## src/rtl/traffic_input_conditioner_if.sv

```systemverilog
// traffic_input_conditioner_if: field inputs, controller acknowledges and conditioned outputs
interface traffic_input_conditioner_if;
  logic ped_btn_ns_raw;
  logic ped_btn_ew_raw;
  logic sensor_ns_raw;
  logic sensor_ew_raw;
  logic emergency_raw;
  logic walk_ns;
  logic walk_ew;
  logic ped_req_ns;
  logic ped_req_ew;
  logic pedestrian;
  logic sensor_ns;
  logic sensor_ew;
  logic emergency;
  modport master (
    output ped_btn_ns_raw, ped_btn_ew_raw, sensor_ns_raw, sensor_ew_raw, emergency_raw, walk_ns, walk_ew,
    input  ped_req_ns, ped_req_ew, pedestrian, sensor_ns, sensor_ew, emergency
  );
  modport slave (
    input  ped_btn_ns_raw, ped_btn_ew_raw, sensor_ns_raw, sensor_ew_raw, emergency_raw, walk_ns, walk_ew,
    output ped_req_ns, ped_req_ew, pedestrian, sensor_ns, sensor_ew, emergency
  );
endinterface

```

## src/rtl/traffic_input_conditioner.sv

```systemverilog
// traffic_input_conditioner: synchronise, debounce, latch and stretch field inputs for the controller
module traffic_input_conditioner #(
  parameter int DEBOUNCE_CYCLES = 4,
  parameter int EMERG_HOLD = 8
) (
  input logic clk,
  input logic rst_n,
  traffic_input_conditioner_if.slave bus
);
  localparam int CW = $clog2(DEBOUNCE_CYCLES + 1);
  localparam logic [CW-1:0] CMAX = CW'(DEBOUNCE_CYCLES - 1);
  // bit order: 0 ped_ns, 1 ped_ew, 2 sensor_ns, 3 sensor_ew, 4 emergency
  logic [4:0] raw, s1, s2;
  logic [3:0] deb, rise;
  logic [CW-1:0] cnt [4];
  logic [7:0] hcnt;
  logic [1:0] ped_req;
  logic emergency;
  assign raw = {bus.emergency_raw, bus.sensor_ew_raw, bus.sensor_ns_raw, bus.ped_btn_ew_raw, bus.ped_btn_ns_raw};
  genvar i;
  for (i = 0; i < 4; i++) begin : g_rise
    assign rise[i] = s2[i] && !deb[i] && cnt[i] == CMAX;
  end
  // synchronise, debounce, latch requests (clear wins) and stretch emergency
  always_ff @(posedge clk) begin
    if (!rst_n) begin
      s1 <= '0;
      s2 <= '0;
      deb <= '0;
      for (int k = 0; k < 4; k++) cnt[k] <= '0;
      hcnt <= '0;
      ped_req <= '0;
      emergency <= 1'b0;
    end else begin
      s1 <= raw;
      s2 <= s1;
      for (int k = 0; k < 4; k++) begin
        if (s2[k] == deb[k]) cnt[k] <= '0;
        else if (cnt[k] == CMAX) begin
          deb[k] <= s2[k];
          cnt[k] <= '0;
        end else cnt[k] <= cnt[k] + 1'b1;
      end
      ped_req <= ~{bus.walk_ew, bus.walk_ns} & (ped_req | rise[1:0]);
      hcnt <= s2[4] ? 8'(EMERG_HOLD) : (hcnt != 8'd0 ? hcnt - 8'd1 : 8'd0);
      emergency <= s2[4] || hcnt != 8'd0;
    end
  end
  assign bus.ped_req_ns = ped_req[0];
  assign bus.ped_req_ew = ped_req[1];
  assign bus.pedestrian = ped_req[0] | ped_req[1];
  assign bus.sensor_ns = deb[2];
  assign bus.sensor_ew = deb[3];
  assign bus.emergency = emergency;
endmodule

```

## src/flat_wrapper.sv

```systemverilog
// flat-port wrapper written by rule: the top's interface ports become plain ports
module traffic_input_conditioner_flat 
#(
  parameter int DEBOUNCE_CYCLES = 4,
  parameter int EMERG_HOLD = 8
)
  (clk, rst_n, bus_ped_btn_ns_raw, bus_ped_btn_ew_raw, bus_sensor_ns_raw, bus_sensor_ew_raw, bus_emergency_raw, bus_walk_ns, bus_walk_ew, bus_ped_req_ns, bus_ped_req_ew, bus_pedestrian, bus_sensor_ns, bus_sensor_ew, bus_emergency);
  traffic_input_conditioner_if bus_i ();
  input logic clk;
  input logic rst_n;
  input wire logic [$bits(bus_i.ped_btn_ns_raw)-1:0] bus_ped_btn_ns_raw;
  input wire logic [$bits(bus_i.ped_btn_ew_raw)-1:0] bus_ped_btn_ew_raw;
  input wire logic [$bits(bus_i.sensor_ns_raw)-1:0] bus_sensor_ns_raw;
  input wire logic [$bits(bus_i.sensor_ew_raw)-1:0] bus_sensor_ew_raw;
  input wire logic [$bits(bus_i.emergency_raw)-1:0] bus_emergency_raw;
  input wire logic [$bits(bus_i.walk_ns)-1:0] bus_walk_ns;
  input wire logic [$bits(bus_i.walk_ew)-1:0] bus_walk_ew;
  output wire logic [$bits(bus_i.ped_req_ns)-1:0] bus_ped_req_ns;
  output wire logic [$bits(bus_i.ped_req_ew)-1:0] bus_ped_req_ew;
  output wire logic [$bits(bus_i.pedestrian)-1:0] bus_pedestrian;
  output wire logic [$bits(bus_i.sensor_ns)-1:0] bus_sensor_ns;
  output wire logic [$bits(bus_i.sensor_ew)-1:0] bus_sensor_ew;
  output wire logic [$bits(bus_i.emergency)-1:0] bus_emergency;
  assign bus_i.ped_btn_ns_raw = bus_ped_btn_ns_raw;
  assign bus_i.ped_btn_ew_raw = bus_ped_btn_ew_raw;
  assign bus_i.sensor_ns_raw = bus_sensor_ns_raw;
  assign bus_i.sensor_ew_raw = bus_sensor_ew_raw;
  assign bus_i.emergency_raw = bus_emergency_raw;
  assign bus_i.walk_ns = bus_walk_ns;
  assign bus_i.walk_ew = bus_walk_ew;
  assign bus_ped_req_ns = bus_i.ped_req_ns;
  assign bus_ped_req_ew = bus_i.ped_req_ew;
  assign bus_pedestrian = bus_i.pedestrian;
  assign bus_sensor_ns = bus_i.sensor_ns;
  assign bus_sensor_ew = bus_i.sensor_ew;
  assign bus_emergency = bus_i.emergency;
  traffic_input_conditioner #(.DEBOUNCE_CYCLES(DEBOUNCE_CYCLES), .EMERG_HOLD(EMERG_HOLD)) u_core (.clk(clk), .rst_n(rst_n), .bus(bus_i));
endmodule
```

## config.mk

```make
export PLATFORM = sky130hd
export DESIGN_NAME = traffic_input_conditioner_flat
export DESIGN_NICKNAME = d
export VERILOG_FILES = /design/src/rtl/traffic_input_conditioner_if.sv /design/src/rtl/traffic_input_conditioner.sv /design/src/flat_wrapper.sv
export SDC_FILE = /design/constraint.sdc
export NUM_CORES = 1
export LEC_CHECK = 0
export BUFFER_PORTS_ARGS = -buffer_cell sky130_fd_sc_hd__buf_4
export CORE_ASPECT_RATIO = 2
export CORE_MARGIN = 5
export CORE_UTILIZATION = 30
export CTS_CLUSTER_DIAMETER = 40
export DETAILED_ROUTE_END_ITERATION = 12
export PLACE_DENSITY = 0.52
export SLEW_MARGIN = 10
export SYNTH_ARGS = -nofsm -noshare
export SYNTH_HDL_FRONTEND = slang
export SYNTH_SLANG_ARGS = --single-unit
```

## constraint.sdc

```tcl
create_clock -name clk -period 1.45 [get_ports clk]
set_input_delay 0.435 -clock clk [delete_from_list [all_inputs] [get_ports clk]]
set_output_delay 0.435 -clock clk [all_outputs]
set_load 0.01 [all_outputs]
```

==> impl_metrics.env <==
export IMPL_outcome="complete, but fails checks"
export IMPL_violations="negative setup slack"
export IMPL_cts_buffers=5
export IMPL_initial_core_util_pct=31.02
export IMPL_grt_start_max_net_pins=18
export IMPL_ys_types=27
export IMPL_min_period_ps=1612
export IMPL_drc=0
export IMPL_min_path_type="in2reg"
export IMPL_slew_viol_final=0
export IMPL_ant_nets=0
export IMPL_maxCapViolations=0
export IMPL_period_share_pct=111.2
export IMPL_antenna_found_initial=0
export IMPL_vias_per_cell=4.392
export IMPL_ys_warn_count=0
export IMPL_synth_top_area_share_pct=33.17
export IMPL_clk_latency_ps=280
export IMPL_clock_root_buffer="clkbuf_8"
export IMPL_routed_wl_um=2478
export IMPL_rsz0062_at_grt="true"
export IMPL_syn_to_final_growth_pct=26.70
export IMPL_synth_avg_cell_area_um2=11.18
export IMPL_gp_congestion=0.7102
export IMPL_grt_overflow=0
export IMPL_switching_power_mw=0.8220
export IMPL_power_internal_mw=2.104
export IMPL_p_clk_share_pct=22.8
export IMPL_finalSetupViolations=2
export IMPL_fillers=495
export IMPL_die_w_um=60.15
export IMPL_yosysSeqAreaShare_pct=57.05
export IMPL_async_reset_ff_share_pct=0
export IMPL_cp_start_kind="flip-flop"
export IMPL_rows=36
export IMPL_tritoncts="done"
export IMPL_htreeDepth=2
export IMPL_first_pass_iters=2
export IMPL_antenna_cells=0
export IMPL_crit_type="reg2reg"
export IMPL_grt_pass1_wl_um=4291
export IMPL_drive_gt1_share_pct=24.57
export IMPL_drt_wirelength_per_cell_um=10.68
export IMPL_finalHoldViolCount=0
export IMPL_worstPathRequired_ps=1670
export IMPL_place_hpwl_um=1915
export IMPL_seq_power_share_pct=45.8
export IMPL_setup_tns_ps=-256.2
export IMPL_crit_fanout=3
export IMPL_grt_busiest_layer="met2"
export IMPL_cp_arrival_ps=1830
export IMPL_synth_area_um2=1509
export IMPL_leakage_nw=0.8277
export IMPL_die_area_um2=6634
export IMPL_netlist_top_cells_area="dfxtp_1, edfxtp_1, ha_1, and2_1, nor2_1"
export IMPL_grt_use_met2_pct=15.79
export IMPL_grtUsageMet1_pct=7.692
export IMPL_synth_top_area_cell="dfxtp_1"
export IMPL_synth_edf_count=12
export IMPL_ir_drop_mv=0.5736
export IMPL_clkTransAtPathRegs_ps=70
export IMPL_max_clock_path_buffers=2
export IMPL_cts_sinks=37
export IMPL_io_pin_count=15
export IMPL_grt_pass1_vias=1072
export IMPL_clock_skew_ps=3.899
export IMPL_max_clock_freq_ghz=0.6203
export IMPL_holdWs_ps=299.1
export IMPL_core_um2=4865
export IMPL_die_y_um=110.3
export IMPL_nets=195
export IMPL_crit_path_end_kind="flip-flop"
export IMPL_port_buffers=14
export IMPL_combPwrFrac_pct=31.5
export IMPL_num_vias=1019
export IMPL_track_usage_pct=8.733
export IMPL_powerDensity_nw_per_um2=1530
export IMPL_syn_instance_count=135
export IMPL_setup_ws_ps=-162.0
export IMPL_first_iter_violations=7
export IMPL_swShare_pct=28.10
export IMPL_ys_seq_elements=37
export IMPL_holdBufCountCts=0
export IMPL_synth_top_flop_cell="dfxtp_1"
export IMPL_grtUsageMet3_pct=2.914
[path summary, 6_finish.rpt]
| check | from | endpoint | slack [ps] | cells past startpoint |
|---|---|---|---|---|
| setup / recovery | u_core.hcnt[0] | u_core.hcnt[6] | -160 | 5 |
| hold / removal | bus_walk_ns | u_core.ped_req[0] | 300 | 2 |
| setup reg to reg | u_core.hcnt[0] | u_core.hcnt[6] | -160 | 5 |
| hold reg to reg | u_core.hcnt[0] | u_core.hcnt[0] | 420 | 1 |
[critical path, cell delays in order, from the launching register on]
cell     delay [ps]
dfxtp_2         330
inv_2            80
ha_4            140
or4b_4          460
or4_4           430
a21oi_2         120
[cells in the mapped netlist, types with 2 or more instances]
master    number
o21ai_0        5
nand2b_1       3
and2_1        10
dfxtp_1       25
nand3b_1       2
nor3b_1        3
clkbuf_1       2
edfxtp_1      12
nor2b_1        6
or4_1          3
inv_1         10
a21oi_1        7
mux2i_1        4
nand2_1        3
xor2_1         3
and3_1         2
nor2_1        14
ha_1          12
[per-stage QoR]
step                      power, mW  cells  util [%]  cell area, µm²  worst slack, ps
after floorplan               1.774    146         -            1550           -102.2
after global placement        2.100    223     36.57            1779           -84.55
after detailed placement      2.147    223     36.57            1779           -195.5
after CTS                     2.907    232     39.02            1898           -177.6
after global routing          3.133    232     39.30            1912           -224.5
final                         2.926    232     39.30            1912           -162.0
[timing repair]
item | in CTS | in global routing
hold endpoints to repair | 0 | 0
setup buffers | 1 | 0
pin swaps | 1 | 2
resized for setup | 12 | 4
endpoints found under the setup margin | 9 | 8
[layout make-up]
cell class                      count  area (µm²)  share of cell area (%)
Inverter                           10       37.54                   1.963
Sequential cell                    37       868.3                   45.42
Clock inverter                      1       5.005                  0.2618
Multi-Input combinational cell     97       673.1                   35.21
Timing Repair Buffer               23       180.2                   9.424
Clock buffer                        7       76.32                   3.992
Tap cell                           57       71.32                   3.730
[registers in the layout (all words and copies together), names as in the netlist]
name,count
u_core.ped_req,2
u_core.cnt,12
u_core.bus.emergency,1
u_core.deb,4
u_core.hcnt,8
u_core.s2,5
u_core.s1,5
[power by group through the flow]
stage | clock, mW | sequential [mW] | combinational, mW
final | 0.666 | 1.34 | 0.921
after floorplan | 0 | 1.32 | 0.455
after CTS | 0.699 | 1.33 | 0.876
after global placement | 0 | 1.33 | 0.767
after global routing | 0.739 | 1.36 | 1.03
after detailed placement | 0 | 1.34 | 0.809
[layout by cell type, fill, tap and decap left out, types with 3 or more instances in the layout]
master    synthesis  layout
clkbuf_8          0       5
and2_1           10      10
dfxtp_1          25      21
ha_1             12      11
xor2_1            3       3
buf_4             0      21
o21ai_0           5       5
nand2b_1          3       3
a21oi_1           7       6
nor3b_1           3       3
conb_1            1      12
dfxtp_2           0       3
mux2i_1           4       4
nor2b_1           6       6
inv_1            10       8
nand2_1           3       3
nor2_1           14      14
edfxtp_1         12      12
[per-layer routing]
metal / part of all wire [%] / wire (µm) / vias to the layer above
li1: - / - / 525
met1: 38 / 944 / 468
met2: 54 / 1334 / 17
met3: 4.7 / 116 / 9
met4: 3.3 / 82 / 0
met5: 0 / 0 / -
[cells by family after synthesis]
group	Yosys count	synth area share, %
buffers and inverters	12	2.986
XOR/XNOR	3	1.742
adder cells (fa/ha/maj)	12	9.950
AO/OA/AOI/OAI	15	5.638
other	1	0.2485
multiplexers	4	2.654
AND/OR/NAND/NOR	51	19.73
flip-flops	37	57.05
(Power assumes the default switching activity.)
